<file path="src/rtl/regfile_multiport.sv">
// regfile_multiport: parametrised register file with NUM_READ combinational read ports,
// one write port, a hardwired zero register and a sequential clear engine.
//
// All state updates on the falling edge of Clk, so a value written in cycle N is
// readable in cycle N+1. After reset (or a Clear request) the engine zeroes one entry
// per falling edge; Ready rises once every entry has been cleared.
//
// Ports:
//   Clk    in   1                    clock; state updates on negedge
//   Reset  in   1                    asynchronous active-high reset
//   Clear  in   1                    request full-array clear (sampled at negedge)
//   RegWr  in   1                    write enable
//   RW     in   ADDR_WIDTH           write address
//   BusW   in   DATA_WIDTH           write data
//   RA     in   NUM_READ*ADDR_WIDTH  read addresses, port k at [k*ADDR_WIDTH +: ADDR_WIDTH]
//   BusR   out  NUM_READ*DATA_WIDTH  read data, port k at [k*DATA_WIDTH +: DATA_WIDTH]
//   Ready  out  1                    array valid, reads/writes live
//
// Build option: define REGFILE_BYPASS_EN to forward BusW to any read port addressing RW
// in the same cycle a write is pending.
module regfile_multiport #(
  parameter int unsigned DATA_WIDTH = 64,
  parameter int unsigned ADDR_WIDTH = 5,
  parameter int unsigned NUM_READ   = 2,
  parameter int unsigned ZERO_REG   = 31
) (
  input  logic                           Clk,
  input  logic                           Reset,
  input  logic                           Clear,
  input  logic                           RegWr,
  input  logic [ADDR_WIDTH-1:0]          RW,
  input  logic [DATA_WIDTH-1:0]          BusW,
  input  logic [NUM_READ*ADDR_WIDTH-1:0] RA,
  output logic [NUM_READ*DATA_WIDTH-1:0] BusR,
  output logic                           Ready
);

  localparam int unsigned           Depth    = 2 ** ADDR_WIDTH;
  localparam logic [ADDR_WIDTH-1:0] LastIdx  = ADDR_WIDTH'(Depth - 1);
  localparam logic [ADDR_WIDTH-1:0] ZeroAddr = ADDR_WIDTH'(ZERO_REG);

  typedef enum logic [0:0] {StClear, StReady} state_e;

  state_e                  state_q, state_d;
  logic [ADDR_WIDTH-1:0]   clr_idx_q, clr_idx_d;
  logic [DATA_WIDTH-1:0]   mem [Depth];
  logic                    clr_we;
  logic                    wr_en;

  // State register.
  always_ff @(negedge Clk or posedge Reset) begin
    if (Reset) begin
      state_q   <= StClear;
      clr_idx_q <= '0;
    end else begin
      state_q   <= state_d;
      clr_idx_q <= clr_idx_d;
    end
  end

  // Next-state logic. The index parks on LastIdx once the pass completes.
  always_comb begin
    state_d   = state_q;
    clr_idx_d = clr_idx_q;
    unique case (state_q)
      StClear: begin
        if (Clear) begin
          clr_idx_d = '0;
        end else if (clr_idx_q == LastIdx) begin
          state_d = StReady;
        end else begin
          clr_idx_d = clr_idx_q + 1'b1;
        end
      end
      StReady: begin
        if (Clear) begin
          state_d   = StClear;
          clr_idx_d = '0;
        end
      end
      default: begin
        state_d   = StClear;
        clr_idx_d = '0;
      end
    endcase
  end

  // Outputs and array strobes. A write coinciding with Clear is dropped.
  always_comb begin
    Ready  = (state_q == StReady);
    clr_we = (state_q == StClear);
    wr_en  = (state_q == StReady) && RegWr && !Clear && (RW != ZeroAddr);
  end

  // Storage has no reset. Held reset repeatedly zeroes entry 0, which the following
  // clear pass would zero anyway, so no reset gating is needed here.
  always_ff @(negedge Clk) begin
    if (clr_we) begin
      mem[clr_idx_q] <= '0;
    end else if (wr_en) begin
      mem[RW] <= BusW;
    end
  end

  // Read ports: not-ready and zero-register rules win over forwarding.
  for (genvar k = 0; k < NUM_READ; k++) begin : g_rd
    logic [ADDR_WIDTH-1:0] ra;
    logic [DATA_WIDTH-1:0] rd;

    assign ra = RA[k*ADDR_WIDTH +: ADDR_WIDTH];

    always_comb begin
      rd = '0;
      if (!Ready || (ra == ZeroAddr)) begin
        rd = '0;
`ifdef REGFILE_BYPASS_EN
      end else if (RegWr && (RW != ZeroAddr) && (ra == RW)) begin
        rd = BusW;
`endif
      end else begin
        rd = mem[ra];
      end
    end

    assign BusR[k*DATA_WIDTH +: DATA_WIDTH] = rd;
  end

endmodule

</file>
<file path="config.mk">
export PLATFORM = sky130hd
export DESIGN_NAME = regfile_multiport
export DESIGN_NICKNAME = d
export VERILOG_FILES = /design/src/rtl/regfile_multiport.sv
export SDC_FILE = /design/constraint.sdc
export NUM_CORES = 2
export LEC_CHECK = 0
export BUFFER_PORTS_ARGS = -buffer_cell sky130_fd_sc_hd__buf_2
export CORE_UTILIZATION = 55
export CTS_BUF_LIST = sky130_fd_sc_hd__clkbuf_8
export CTS_CLUSTER_DIAMETER = 120
export DETAILED_ROUTE_END_ITERATION = 10
export PLACE_DENSITY = 0.74
export SYNTH_ARGS = -nofsm -noshare
export SYNTH_HDL_FRONTEND = slang
export SYNTH_SLANG_ARGS = --single-unit
</file>
<file path="constraint.sdc">
create_clock -name Clk -period 19.3 [get_ports Clk]
set_input_delay 2.895 -clock Clk [delete_from_list [all_inputs] [get_ports Clk]]
set_output_delay 2.895 -clock Clk [all_outputs]
set_load 0.1 [all_outputs]
</file>
# Word-level counts from Yosys, hierarchy flattened
# Memory sizes are Yosys's and may differ from the RTL's.
# Index checks and enable logic that the tools add are counted.
[totals]
latch_bits = 0
memories = 1
mem_bits_ro = 0
output_inout_bits = 129
regBits = 6
mem_bits_rw = 2048
input_bits = 83
[classes]
n_div = 0
n_eq_ne = 6
shifts = 0
bitwise_logic = 1
mux = 17
addsub = 1
mul = 0
magnitude_cmp = 0
reduce_logical = 9
[mem_list]
columns = ["memory", "depth", "word_bits", "read_ports", "rd_ports_with_merged_regs", "wr", "line", "rtl"]
rows = [
  ["mem", 32, 64, 2, 0, 1, "46", "logic [DATA_WIDTH-1:0] mem [Depth];"],
]
[ops]
columns = ["cell", "count"]
rows = [
  ["2-to-1 mux 64 bit", 3],
  ["OR reduction 64 bit", 1],
  ["2-to-1 mux 5 bit", 4],
  ["== test 5 bit (second input constant)", 3],
  ["case mux 5 bit (2 select lines)", 1],
  ["2-to-1 mux 1 bit", 8],
  ["adder 5 x 1 -> 5 bit (second input constant)", 1],
  ["inequality test 5 bit (second input constant)", 1],
  ["logical AND 1 bit", 3],
  ["inequality test 3 bit (second input constant)", 1],
  ["zero test 1 bit", 2],
  ["logical OR 1 bit", 2],
  ["inequality test 2 bit (second input constant)", 1],
  ["case mux 1 bit (2 select lines)", 1],
  ["AND reduction 2 bit", 1],
  ["inverter 1 bit", 1],
]

# Depth between registers and ports, before layout
[depth]
ltp_word = 8
ltp_mapped = 10
ltp_nobuf = 7

==> impl_metrics.tcl <==
set metrics [dict create \
    hold_buffers 0 \
    areaGrowthSynthToFinish_pct 18.9 \
    skew_ns 0.135 \
    antenna_found_initial 9 \
    syn_area_per_cell_um2 19.4 \
    vias 64930 \
    startpoint "Ready" \
    slew_violations 13 \
    setup_viol 0 \
    crit_arrival_ns 14.64 \
    routabilityCongestion 0.865 \
    synthDistinctLibCells 51 \
    reg2reg_to "mem[0][12]" \
    yosys_register_bits 2054 \
    crit_required_ns 16.41 \
    violations "max-capacitance violations, max-slew violations" \
    detail_route.wl_per_cell_um 30.5 \
    drt_iter0_markers 8676 \
    status "finished with violations" \
    finalWirelength_mm 300 \
    min_path_type "register to register" \
    grt_pass1_wl_mm 429 \
    io_pins 212 \
    dpl-instance-area_mm2 0.0987 \
    core.rowCount 152 \
    power_density_mw_per_mm2 99.7 \
    layout-drive-gt1-share_pct 24.7 \
    relSlewSlack_pct -0.621 \
    synth-edff-count 2048 \
    power_mw 11.3 \
    initial_core_util_pct 55.5 \
    rsz0062_at_grt "false" \
    grt_usage_pct 34.3 \
    numClockSinks 2054 \
    start_kind "register" \
    viasPerCell 6.61 \
    final_nets 7343 \
    max_cap_violations 1 \
    end_kind "primary output" \
    reg2reg_depth 7 \
    dieArea_mm2 0.175 \
    regToRegStartpoint "Ready" \
    slowest_stage "nor3b_2" \
    final.setup.worst_slack_ns 1.77 \
    numPortBuffers 211 \
    cts_buffers 361 \
    design_area_mm2 0.113 \
    slowest_delay_ns 1.28 \
    remaining_drc_errors 0 \
    post_cts_buffers 0 \
    hpwl_mm 158 \
    ir_drop_mv 0.0812 \
    clk_latency_ns 1.05 \
    finalSetupTns_ns 0 \
    criticalPathCategory "register to primary output" \
    max_slew.worst_pin.slew_ns 1.50 \
    crit_path_max_fanout 19 \
    syn_nets 5002 \
    seq_area_mm2 0.0616 \
    crit_chain "nor3b_2 -> buf_4 -> a22oi_1 -> a31oi_1 -> buf_2" \
    cts.clk_slew.worst_paths_ns 0.04 \
    synthArstFlopShare_pct 0.292 \
    grt_overflow 0 \
    die_w_um 418 \
    leakage_nw 42.2 \
    clockRootBuffer "clkbuf_8" \
    first_global_vias 70648 \
    htreeDepth 5 \
    nFillCells 11642 \
    endpoint "BusR[93]" \
    die_y_um 418 \
    cts_resized 0 \
    ys_seq_area_share_pct 64.6 \
    drt-pass1-iter-count 6 \
    multi_input_area_mm2 0.0318 \
    synth_warnings 0 \
    cts_tree "yes" \
    clock_path_buffers 4 \
    utilization_pct 66.0 \
    syn-cell-area_mm2 0.0954 \
    grt_max_degree 118 \
    core_region_area_mm2 0.172 \
    place_ws_ns 2.86 \
    synth_top_flop_cell "edfxtp_1" \
    ant_nets 0 \
    final-hold-violation-count 0 \
    worst-r2r-setup-slack_ns 14.71 \
    synthCells 4917 \
]
[area by class of cell]
| cell class | instances | share of cell area, % |
|---|---|---|
| Antenna cell | 3 | 0.00662 |
| Inverter | 5 | 0.0188 |
| Multi-Input combinational cell | 2437 | 28.0 |
| Timing Repair Buffer | 351 | 2.12 |
| Sequential cell | 2054 | 54.4 |
| Tap cell | 2310 | 2.55 |
| Clock buffer | 368 | 4.47 |
| Clock inverter | 2295 | 8.47 |
[report_power, final]
part	switching (mW)	leakage [nW]	internal, mW
logic	0.384	11.4	0.251
registers	0.0244	16.2	4.93
clock network	2.96	14.6	2.75
[critical path, delay by kind of cell, from the launching register on]
kind | cells | cell delay [ns]
AOI/OAI and AO/OA | 2 | 0.69
and+or+nand+nor | 1 | 1.28
buffers and inverters | 2 | 1.24
DFF | 1 | 0.83
[sequential cells by signal (all words and copies together) (netlist names)]
| signal | count |
|---|---|
| Ready | 1 |
| clr_idx_q | 5 |
| mem | 2048 |
[synthesized netlist by cell type, types with 44 or more instances]
library cell  count  area share [%]
edfxtp_1       2048              64
o221ai_1         65            0.60
a22oi_1         164             1.3
mux2_2           95             1.1
and2_1           65            0.43
a21oi_1         129            0.68
a2111oi_2        44            0.69
a2111oi_1        49            0.51
mux2i_1         461             4.8
mux4_2          794              19
buf_4            59            0.46
a211oi_1        126            0.99
buf_2           128            0.67
o22ai_1          98            0.64
clkbuf_1        175            0.69
a22o_1           64            0.59
nand2_1          74            0.29
[per-stage QoR]
step	cells	hold WS [ns]
finish	9823	0.605
global route	9823	0.642
CTS	9820	0.606
detailed placement	7158	0.603
global placement	7156	0.573
floorplan	4917	0.509
[cell usage in the layout, fill, tap and decap left out, types with 6 or more instances in the layout]
| master | instances |
|---|---|
| inv_1 | 2161 |
| edfxtp_1 | 2048 |
| mux4_2 | 794 |
| mux2i_1 | 461 |
| clkbuf_8 | 368 |
| buf_2 | 205 |
| a22oi_1 | 164 |
| a21oi_1 | 129 |
| a211oi_1 | 126 |
| buf_4 | 120 |
| o22ai_1 | 98 |
| mux2_2 | 95 |
| clkinvlp_2 | 88 |
| nand2_1 | 72 |
| o221ai_1 | 65 |
| a22o_1 | 64 |
| and2_1 | 64 |
| a2111oi_1 | 49 |
| a2111oi_2 | 46 |
| nor2b_1 | 36 |
| a31oi_1 | 34 |
| bufinv_16 | 31 |
| a221o_1 | 30 |
| nor2_4 | 28 |
| buf_12 | 19 |
| nor2_1 | 10 |
| inv_4 | 8 |
| nor3_2 | 8 |
| dfrtn_1 | 6 |
| a32oi_1 | 6 |
| buf_8 | 6 |
[worst min path at each step]
stage                       from           end  cells past startpoint
finish              clr_idx_q[0]  clr_idx_q[0]                      2
global route        clr_idx_q[0]  clr_idx_q[0]                      2
CTS                 clr_idx_q[0]  clr_idx_q[0]                      2
detailed placement  clr_idx_q[0]  clr_idx_q[0]                      2
global placement    clr_idx_q[0]  clr_idx_q[0]                      2
floorplan           clr_idx_q[0]  clr_idx_q[0]                      2
[routing by layer]
layer	track usage [%]	vias up	routed length [um]
met5	0	-	21
met4	24.1	4	18300
met3	10.1	1091	38800
met2	53.6	5252	144000
met1	41.1	32446	98000
li1	-	26137	-
[kinds of logic (layout without fill, tap and decap cells)]
group	after synthesis	in the layout	share of synthesized area [%]
muxes	1350	1350	24.7
DFF	2054	2054	64.6
other	0	3	0
adders and majority gates	2	2	0.0262
AOI/OAI and AO/OA	829	829	6.78
and+or+nand+nor	253	253	1.36
xor gates and xnor gates	3	3	0.0275
buffers and inverters	426	3019	2.49
(Power assumes the default switching activity.)
